<file path="config.mk">
export PLATFORM = sky130hd
export DESIGN_NAME = wb_stage_flat
export DESIGN_NICKNAME = d
export VERILOG_FILES = /design/src/rtl/wb_stage_if.sv /design/src/rtl/wb_stage.sv /design/src/flat_wrapper.sv
export SDC_FILE = /design/constraint.sdc
export NUM_CORES = 1
export LEC_CHECK = 0
export CAP_MARGIN = 0
export CORE_MARGIN = 2
export CORE_UTILIZATION = 47
export DETAILED_ROUTE_END_ITERATION = 10
export GPL_TIMING_DRIVEN = 1
export PLACE_DENSITY = 0.95
export SKIP_CTS_REPAIR_TIMING = 1
export SKIP_LAST_GASP = 1
export SYNTH_ARGS = -nofsm -noshare
export SYNTH_HDL_FRONTEND = slang
export SYNTH_SLANG_ARGS = --single-unit
</file>
<file path="constraint.sdc">
create_clock -name i_clk -period 4.9 [get_ports i_clk]
set_input_delay 0.735 -clock i_clk [delete_from_list [all_inputs] [get_ports i_clk]]
set_output_delay 0.735 -clock i_clk [all_outputs]
set_load 0.01 [all_outputs]
</file>
<file path="src/rtl/wb_stage_if.sv">
// Writeback stage port bundle: MEM-side instruction fields in, regfile write port
// and retire count out.
interface wb_stage_if;
  logic        stall;
  logic        flush;
  logic        valid;
  logic [4:0]  rd_addr;
  logic        rd_wren;
  logic [1:0]  wb_sel;
  logic [31:0] alu_data;
  logic [31:0] imm;
  logic [31:0] pc;
  logic [31:0] ld_data;
  logic [2:0]  funct3;
  logic [1:0]  addr_lo;

  logic        wb_valid;
  logic [4:0]  wb_addr;
  logic [31:0] wb_data;
  logic        wb_wren;
  logic        ld_err;
  logic [31:0] instret;

  modport master (
    output stall, flush, valid, rd_addr, rd_wren, wb_sel,
           alu_data, imm, pc, ld_data, funct3, addr_lo,
    input  wb_valid, wb_addr, wb_data, wb_wren, ld_err, instret
  );

  modport slave (
    input  stall, flush, valid, rd_addr, rd_wren, wb_sel,
           alu_data, imm, pc, ld_data, funct3, addr_lo,
    output wb_valid, wb_addr, wb_data, wb_wren, ld_err, instret
  );
endinterface

</file>
<file path="src/rtl/wb_stage.sv">
// Writeback stage: load formatting, source mux and a single register stage
// driving the regfile write port, plus the retired-instruction counter.
module wb_stage (
  input  logic       i_clk,
  input  logic       i_rst_n,
  wb_stage_if.slave  s
);

  logic [7:0]  ld_byte;
  logic [15:0] ld_half;
  logic [31:0] ld_fmt;
  logic [31:0] wb_mux;
  logic        ld_bad;
  logic        err;
  logic        retire;

  always_comb begin
    ld_byte = s.ld_data[{s.addr_lo, 3'b000} +: 8];
    ld_half = s.addr_lo[1] ? s.ld_data[31:16] : s.ld_data[15:0];
    ld_fmt  = s.ld_data;
    ld_bad  = 1'b0;
    case (s.funct3)
      3'b000: ld_fmt = {{24{ld_byte[7]}}, ld_byte};
      3'b100: ld_fmt = {24'h0, ld_byte};
      3'b001: begin
        ld_fmt = {{16{ld_half[15]}}, ld_half};
        ld_bad = s.addr_lo[0];
      end
      3'b101: begin
        ld_fmt = {16'h0, ld_half};
        ld_bad = s.addr_lo[0];
      end
      3'b010: ld_bad = |s.addr_lo;
      default: ld_bad = 1'b1;
    endcase

    err = (s.wb_sel == 2'b01) & ld_bad;

    case (s.wb_sel)
      2'b00:   wb_mux = s.alu_data;
      2'b01:   wb_mux = ld_fmt;
      2'b10:   wb_mux = s.pc + 32'd4;
      default: wb_mux = s.imm;
    endcase

    retire = s.valid & ~err;
  end

  // Flush only clears the control bits; address/data are don't-care in a bubble.
  always_ff @(posedge i_clk or negedge i_rst_n) begin
    if (!i_rst_n) begin
      s.wb_valid <= 1'b0;
      s.wb_wren  <= 1'b0;
      s.ld_err   <= 1'b0;
      s.wb_addr  <= 5'd0;
      s.wb_data  <= 32'd0;
      s.instret  <= 32'd0;
    end else if (s.flush) begin
      s.wb_valid <= 1'b0;
      s.wb_wren  <= 1'b0;
      s.ld_err   <= 1'b0;
    end else if (!s.stall) begin
      s.wb_valid <= s.valid;
      s.wb_addr  <= s.rd_addr;
      s.wb_data  <= wb_mux;
      s.ld_err   <= s.valid & err;
      s.wb_wren  <= retire & s.rd_wren & (s.rd_addr != 5'd0);
      if (retire) s.instret <= s.instret + 32'd1;
    end
  end

endmodule

</file>
<file path="src/flat_wrapper.sv">
// flat-port wrapper written by rule: the top's interface ports become plain ports
module wb_stage_flat 
  (i_clk, i_rst_n, s_stall, s_flush, s_valid, s_rd_addr, s_rd_wren, s_wb_sel, s_alu_data, s_imm, s_pc, s_ld_data, s_funct3, s_addr_lo, s_wb_valid, s_wb_addr, s_wb_data, s_wb_wren, s_ld_err, s_instret);
  wb_stage_if s_i ();
  input  logic i_clk;
  input  logic i_rst_n;
  input wire logic [$bits(s_i.stall)-1:0] s_stall;
  input wire logic [$bits(s_i.flush)-1:0] s_flush;
  input wire logic [$bits(s_i.valid)-1:0] s_valid;
  input wire logic [$bits(s_i.rd_addr)-1:0] s_rd_addr;
  input wire logic [$bits(s_i.rd_wren)-1:0] s_rd_wren;
  input wire logic [$bits(s_i.wb_sel)-1:0] s_wb_sel;
  input wire logic [$bits(s_i.alu_data)-1:0] s_alu_data;
  input wire logic [$bits(s_i.imm)-1:0] s_imm;
  input wire logic [$bits(s_i.pc)-1:0] s_pc;
  input wire logic [$bits(s_i.ld_data)-1:0] s_ld_data;
  input wire logic [$bits(s_i.funct3)-1:0] s_funct3;
  input wire logic [$bits(s_i.addr_lo)-1:0] s_addr_lo;
  output wire logic [$bits(s_i.wb_valid)-1:0] s_wb_valid;
  output wire logic [$bits(s_i.wb_addr)-1:0] s_wb_addr;
  output wire logic [$bits(s_i.wb_data)-1:0] s_wb_data;
  output wire logic [$bits(s_i.wb_wren)-1:0] s_wb_wren;
  output wire logic [$bits(s_i.ld_err)-1:0] s_ld_err;
  output wire logic [$bits(s_i.instret)-1:0] s_instret;
  assign s_i.stall = s_stall;
  assign s_i.flush = s_flush;
  assign s_i.valid = s_valid;
  assign s_i.rd_addr = s_rd_addr;
  assign s_i.rd_wren = s_rd_wren;
  assign s_i.wb_sel = s_wb_sel;
  assign s_i.alu_data = s_alu_data;
  assign s_i.imm = s_imm;
  assign s_i.pc = s_pc;
  assign s_i.ld_data = s_ld_data;
  assign s_i.funct3 = s_funct3;
  assign s_i.addr_lo = s_addr_lo;
  assign s_wb_valid = s_i.wb_valid;
  assign s_wb_addr = s_i.wb_addr;
  assign s_wb_data = s_i.wb_data;
  assign s_wb_wren = s_i.wb_wren;
  assign s_ld_err = s_i.ld_err;
  assign s_instret = s_i.instret;
  wb_stage u_core (.i_clk(i_clk), .i_rst_n(i_rst_n), .s(s_i));
endmodule
</file>
==> results.yml, run 1 <==
sta:
  max-slew-margin-rel_pct: 12.2
  max_slew.worst_pin.slew_ns: 1.31
  clock.fmax_mhz: 298
  tns_ns: 0
  fin_hold_ws_ns: 0.481
  final-max-slew-violation-count: 0
  min_period_over_period_pct: 68.6
  skew_ns: 0.00450
  finalHoldViolations: 0
  setup_violations: 0
  period_needed_ns: 3.36
  rsz0062_at_grt: "no"
cts:
  cts.path.max_buffers: 2
  cts_tree: "yes"
  cts-htree-levels: 3
  cts_root_buf: "clkbuf_8"
  clk_latency_ns: 0.35
  path_clk_slew_ns: 0.08
  cts_buffers: 9
  clkSinkCount: 72
floorplan:
  fp-row-count: 37
  die_h_um: 108
  die_w_um: 108
  start_util_pct: 48.8
  core_area_sq_um: 10400
  io_pins: 218
  die_area_sq_um: 11700
setup_path:
  required_ns: 5.16
  worstSetupPathType: "primary input to flop"
  cp-start-kind: "primary input"
  end_kind: "flop"
  critical_path.max_fanout: 28
  arrival_ns: 3.62
outcome:
  status: "completed"
logic_synthesis:
  netlist_area_sq_um: 5080
  synth-simple-area-share_pct: 27.3
  yosysTopAreaCell: "dfrtp_1"
  async_reset_ff_share_pct: 100
  ys_seq_area_share_pct: 35.5
  synth_top_family_by_area: "simple AND/OR/NAND/NOR gates"
  synth_enable_flop_cells: 0
  synthTopCellsByArea: "dfrtp_1 (35%), nand2_1 (5.4%), xor2_1 (5.0%)"
  synth_top_cell_area_share_pct: 35.5
  synthXorXnorAreaFrac_pct: 6.89
  syn_avg_cell_area_sq_um: 8.21
  synthAdderAreaFrac_pct: 0.492
  synthMuxAreaShare_pct: 3.99
  yosysMostFrequentCell: "nand2_1"
  ys_warn_count: 0
  ys.flop_type: "dfrtp_1"
  synth-compound-area-share_pct: 21.9
  synth_commonest_cells: "nand2_1 (73), dfrtp_1 (72), o21ai_0 (48), nor2_1 (42), clkbuf_1 (32)"
  synth_cell_type_count: 65
  synthesis.nets: 767
  synth.ff_latch_count: 72
  syn_inst: 619
drt:
  drc: 0
  totalWireLength_mm: 20.3
  drtIter0Drc: 744
  drt-pass1-iter-count: 7
  wl_per_cell_um: 21.2
  viasPerCell: 6.39
  antenna_left: 0
  vias: 6118
final_layout:
  drive_gt1_share_pct: 5.73
  nets: 963
  num-fill-cells: 775
  area_growth_syn_to_layout_pct: 49.2
  fin_util_pct: 72.8
  stdcell_count: 957
worst_hold_path:
  hold_class: "flop to flop"
global_route:
  grt_pass1_vias: 5781
  grt_remaining_overflow: 0
  antenna_found_initial: 0
  grt_max_degree: 73
  grt_use_total_pct: 34.4
  grt_pass1_wl_mm: 30.7
placement:
  gp_congestion: 1.03
  hpwl_mm: 15.7
  dp.cells: 940
  port_buffers: 217
run:
  drv_cap: 0
pwr:
  p_per_area_nw_per_um2: 249
  peakVddDrop_mv: 0.159
  p_leak_nw: 3.04
  total_power_mw: 1.89
==> power by group <==
| part | internal, mW | total (mW) | leakage [nW] | switching (mW) |
|---|---|---|---|---|
| Clock | 0.352 | 0.578 | 0.124 | 0.226 |
| Sequential | 0.660 | 0.732 | 0.895 | 0.0714 |
| Combinational | 0.312 | 0.578 | 2.03 | 0.266 |
==> logic make-up after synthesis <==
kind of cell	count (synthesis)
AND/OR/NAND/NOR	263
AO/OA/AOI/OAI	172
flip-flops	72
buffers and inverters	53
XOR/XNOR	40
multiplexers	17
adder cells (fa/ha/maj)	2
==> worst paths after layout <==
check / from / endpoint / slack (ns) / cells past startpoint
min reg2reg: u_core.s.wb_addr[0]$_DFFE_PN0P_ / u_core.s.wb_addr[0]$_DFFE_PN0P_ / 0.48 / 2
max reg2reg: u_core.s.instret[3]$_DFFE_PN0P_ / u_core.s.instret[28]$_DFFE_PN0P_ / 2.67 / 5
max in group asynchronous: i_rst_n / u_core.s.instret[26]$_DFFE_PN0P_ / 3.79 / 1
min: u_core.s.wb_addr[0]$_DFFE_PN0P_ / u_core.s.wb_addr[0]$_DFFE_PN0P_ / 0.48 / 2
min in group asynchronous: i_rst_n / u_core.s.instret[5]$_DFFE_PN0P_ / 0.51 / 1
max: s_wb_sel[0] / u_core.s.wb_data[30]$_DFFE_PN0P_ / 1.54 / 7
==> layer usage <==
| layer | vias up | GRT usage, % | part of all wire [%] |
|---|---|---|---|
| met3 | 101 | 9.40 | 12 |
| met2 | 507 | 55.5 | 46 |
| li1 | 2694 | - | - |
| met1 | 2816 | 43.3 | 37 |
| met4 | 0 | 14.9 | 5.0 |
| met5 | - | 0 | 0 |
==> registers in the layout, indices dropped and copies added (netlist names) <==
signal	flops
u_core.s.instret	32
u_core.s.wb_data	32
u_core.s.wb_addr	5
u_core.s.ld_err	1
u_core.s.wb_valid	1
u_core.s.wb_wren	1
==> worst max-delay path, stage by stage <==
cell             delay, ns
clkdlybuf4s50_1       0.78
buf_12                0.35
nor2b_1               1.01
nand2_1               0.16
a31oi_1               0.20
a41oi_1               0.08
a31oi_1               0.28
==> metrics by stage <==
step / worst slack (ns) / instance area, sq um
floorplan: 2.44 / 5080
global placement: 1.38 / 7330
detailed placement: 1.31 / 7330
CTS: 1.67 / 7580
global route: 1.36 / 7580
finish: 1.54 / 7580
==> cells in the final DEF (no fill, tap or decap), types with 13 or more instances in the layout <==
master | netlist | final
o22ai_1 | 13 | 13
and3_1 | 19 | 19
a21oi_1 | 27 | 27
nand2_1 | 73 | 73
nand3_1 | 28 | 28
inv_1 | 15 | 15
nor2b_1 | 17 | 17
clkdlybuf4s50_1 | 0 | 216
xor2_1 | 29 | 29
nand4_1 | 14 | 14
a31oi_1 | 26 | 26
dfrtp_1 | 72 | 72
o21ai_0 | 48 | 48
nor2_1 | 42 | 41
nor3_1 | 16 | 16
==> layout make-up <==
cell class	instances	area, sq um	area share, %
repair buffers	222	2220	29.3
multi-input cells	494	3080	40.6
well taps	136	170	2.24
clock inverters	5	104	1.37
inverters	16	60.1	0.792
diodes	1	2.50	0.0330
clock buffers	11	141	1.87
flip-flops and latches	72	1800	23.8
Power figures use the tool's default switching activity.
==> run 2: changes to the inputs <==
--- a/config.mk
+++ b/config.mk
@@ -7,10 +7,10 @@
 export LEC_CHECK = 0
 export CAP_MARGIN = 0
 export CORE_MARGIN = 2
-export CORE_UTILIZATION = 47
+export CORE_UTILIZATION = 39
 export DETAILED_ROUTE_END_ITERATION = 10
 export GPL_TIMING_DRIVEN = 1
-export PLACE_DENSITY = 0.95
+export PLACE_DENSITY = 0.85
 export SKIP_CTS_REPAIR_TIMING = 1
 export SKIP_LAST_GASP = 1
 export SYNTH_ARGS = -nofsm -noshare
==> constraint.sdc (replaced) <==
create_clock -name i_clk -period 2.9 [get_ports i_clk]
set_input_delay 0.435 -clock i_clk [delete_from_list [all_inputs] [get_ports i_clk]]
set_output_delay 0.435 -clock i_clk [all_outputs]
set_load 0.01 [all_outputs]
==> run 2 against run 1 <==
Compared with the run above:
- combinational power grew 72%
- die area grew 20%
- non-clock buffer count rose by 30
- sequential cell count stayed put
- total power grew 76%
- sequential power increased by 68%
- hold slack worse by 0.25 ns
- setup slack lost 1.1 ns
==> results.yml, run 2 (synthesis gave the netlist of run 1 again) <==
outcome:
  status: "completed"
pwr:
  total_power_mw: 3.32
  p_per_area_nw_per_um2: 421
  p_leak_nw: 3.20
  peakVddDrop_mv: 0.293
cts:
  cts-htree-levels: 3
  clkSinkCount: 72
  cts_buffers: 9
  path_clk_slew_ns: 0.06
  cts_tree: "yes"
  cts.path.max_buffers: 2
  clk_latency_ns: 0.33
  cts_root_buf: "clkbuf_16"
floorplan:
  core_area_sq_um: 12700
  die_w_um: 118
  io_pins: 218
  fp-row-count: 41
  die_h_um: 118
  start_util_pct: 40.1
  die_area_sq_um: 14000
final_layout:
  final_common_cell: "clkdlybuf4s50_1"
  num-fill-cells: 1118
  area_growth_syn_to_layout_pct: 55.4
  antenna_cells: 0
  reg_top3: "u_core.s.instret: 32 flops, u_core.s.wb_data: 32 flops, u_core.s.wb_addr: 5 flops"
  drive_gt1_share_pct: 9.18
  multi_input_area_sq_um: 3080
  seq_area_sq_um: 1800
  nets: 993
  fin_area_sq_um: 7900
  stdcell_count: 1022
  final_cell_mix: "clkdlybuf4s50_1 (216), nand2_1 (73), dfrtp_1 (72), o21ai_0 (48), nor2_1 (41)"
global_route:
  grt_pass1_wl_mm: 31.2
  grt_use_total_pct: 28.5
  grt_pass1_vias: 5762
  grt_max_degree: 73
  grt_remaining_overflow: 0
  antenna_found_initial: 0
sta:
  skew_ns: 0.00278
  setup_ws_ns: 0.450
  max_slew.worst_pin.slew_ns: 0.953
  setup_violations: 0
  tns_ns: 0
  period_needed_ns: 2.45
  min_period_over_period_pct: 84.5
  final-max-slew-violation-count: 0
  clock.fmax_mhz: 408
  finalHoldViolations: 0
  max-slew-margin-rel_pct: 36.5
  rsz0062_at_grt: "no"
drt:
  antenna_left: 0
  viasPerCell: 5.94
  totalWireLength_mm: 20.3
  drc: 0
  wl_per_cell_um: 19.8
  vias: 6073
  drt-pass1-iter-count: 5
  drtIter0Drc: 751
setup_path:
  arrival_ns: 2.65
  cp-start-kind: "primary input"
  critical_path.max_fanout: 4
  r2r_cells: 5
  r2r_slack_ns: 0.87
  end_kind: "flop"
  r2r-end: "u_core.s.instret[28]$_DFFE_PN0P_"
  required_ns: 3.10
  regToRegStartpoint: "u_core.s.instret[14]$_DFFE_PN0P_"
  worstSetupPathType: "primary input to flop"
placement:
  hpwl_mm: 15.7
  post_dp_cell_area_sq_um: 7600
  dp_worst_setup_slack_ns: 0.194
  dp.cells: 1006
  gp_congestion: 0.939
  port_buffers: 217
worst_hold_path:
  hold_class: "primary input to asynchronous set/reset pin"
run:
  drv_cap: 0
## run 2: changes by cell type in the layout (fill, tap and decap cells not counted), moves of 3 or more
cell,previous run,this run
clkbuf_16,0,9
clkbuf_8,10,3
buf_4,5,35
bufinv_16,3,0
clkinvlp_4,0,3
## run 2: how the worst max path moves through the flow
stage / from / endpoint / slack, ns
2_1_floorplan: s_addr_lo[1] / u_core.s.instret[30]$_DFFE_PN0P_ / 0.74
3_3_place_gp: s_pc[10] / u_core.s.wb_data[20]$_DFFE_PN0P_ / 0.26
3_5_place_dp: s_addr_lo[0] / u_core.s.instret[31]$_DFFE_PN0P_ / 0.19
4_1_cts: s_addr_lo[0] / u_core.s.instret[31]$_DFFE_PN0P_ / 0.54
5_1_grt: s_addr_lo[1] / u_core.s.instret[21]$_DFFE_PN0P_ / 0.38
6_report: s_pc[9] / u_core.s.wb_data[20]$_DFFE_PN0P_ / 0.45
## run 2: power breakdown
| group | switching [mW] | internal [mW] | leakage (nW) | total, mW |
|---|---|---|---|---|
| registers | 0.116 | 1.12 | 0.895 | 1.23 |
| logic | 0.450 | 0.547 | 2.17 | 0.997 |
| clock network | 0.447 | 0.648 | 0.137 | 1.09 |
| total | 1.01 | 2.31 | 3.20 | 3.32 |
## run 2: critical path, cell delays in order
cell	delay [ns]
clkdlybuf4s50_1	0.56
nand4_2	0.16
or4_1	0.66
o31a_1	0.32
o21ai_0	0.38
a31oi_1	0.14
## run 2: metal layers
layer | GRT usage, % | share of wire (%) | up-vias
met5 | 0 | 0 | -
met4 | 10.5 | 3.0 | 0
met3 | 7.00 | 11 | 43
met2 | 46.1 | 47 | 416
met1 | 36.8 | 39 | 2860
li1 | - | - | 2754
## run 2: layout make-up
cell class | count | area share, %
multi-input cells | 494 | 39.0
repair buffers | 252 | 31.0
flip-flops and latches | 72 | 22.8
clock buffers | 12 | 3.38
well taps | 172 | 2.73
inverters | 16 | 0.761
clock inverters | 4 | 0.349
## run 2: per-stage QoR
stage,hold WS (ns),util [%]
floorplan,0.139,-
global placement,0.459,60.0
finish,0.235,62.3
global route,0.330,62.3
CTS,0.279,62.3
detailed placement,0.462,60.0
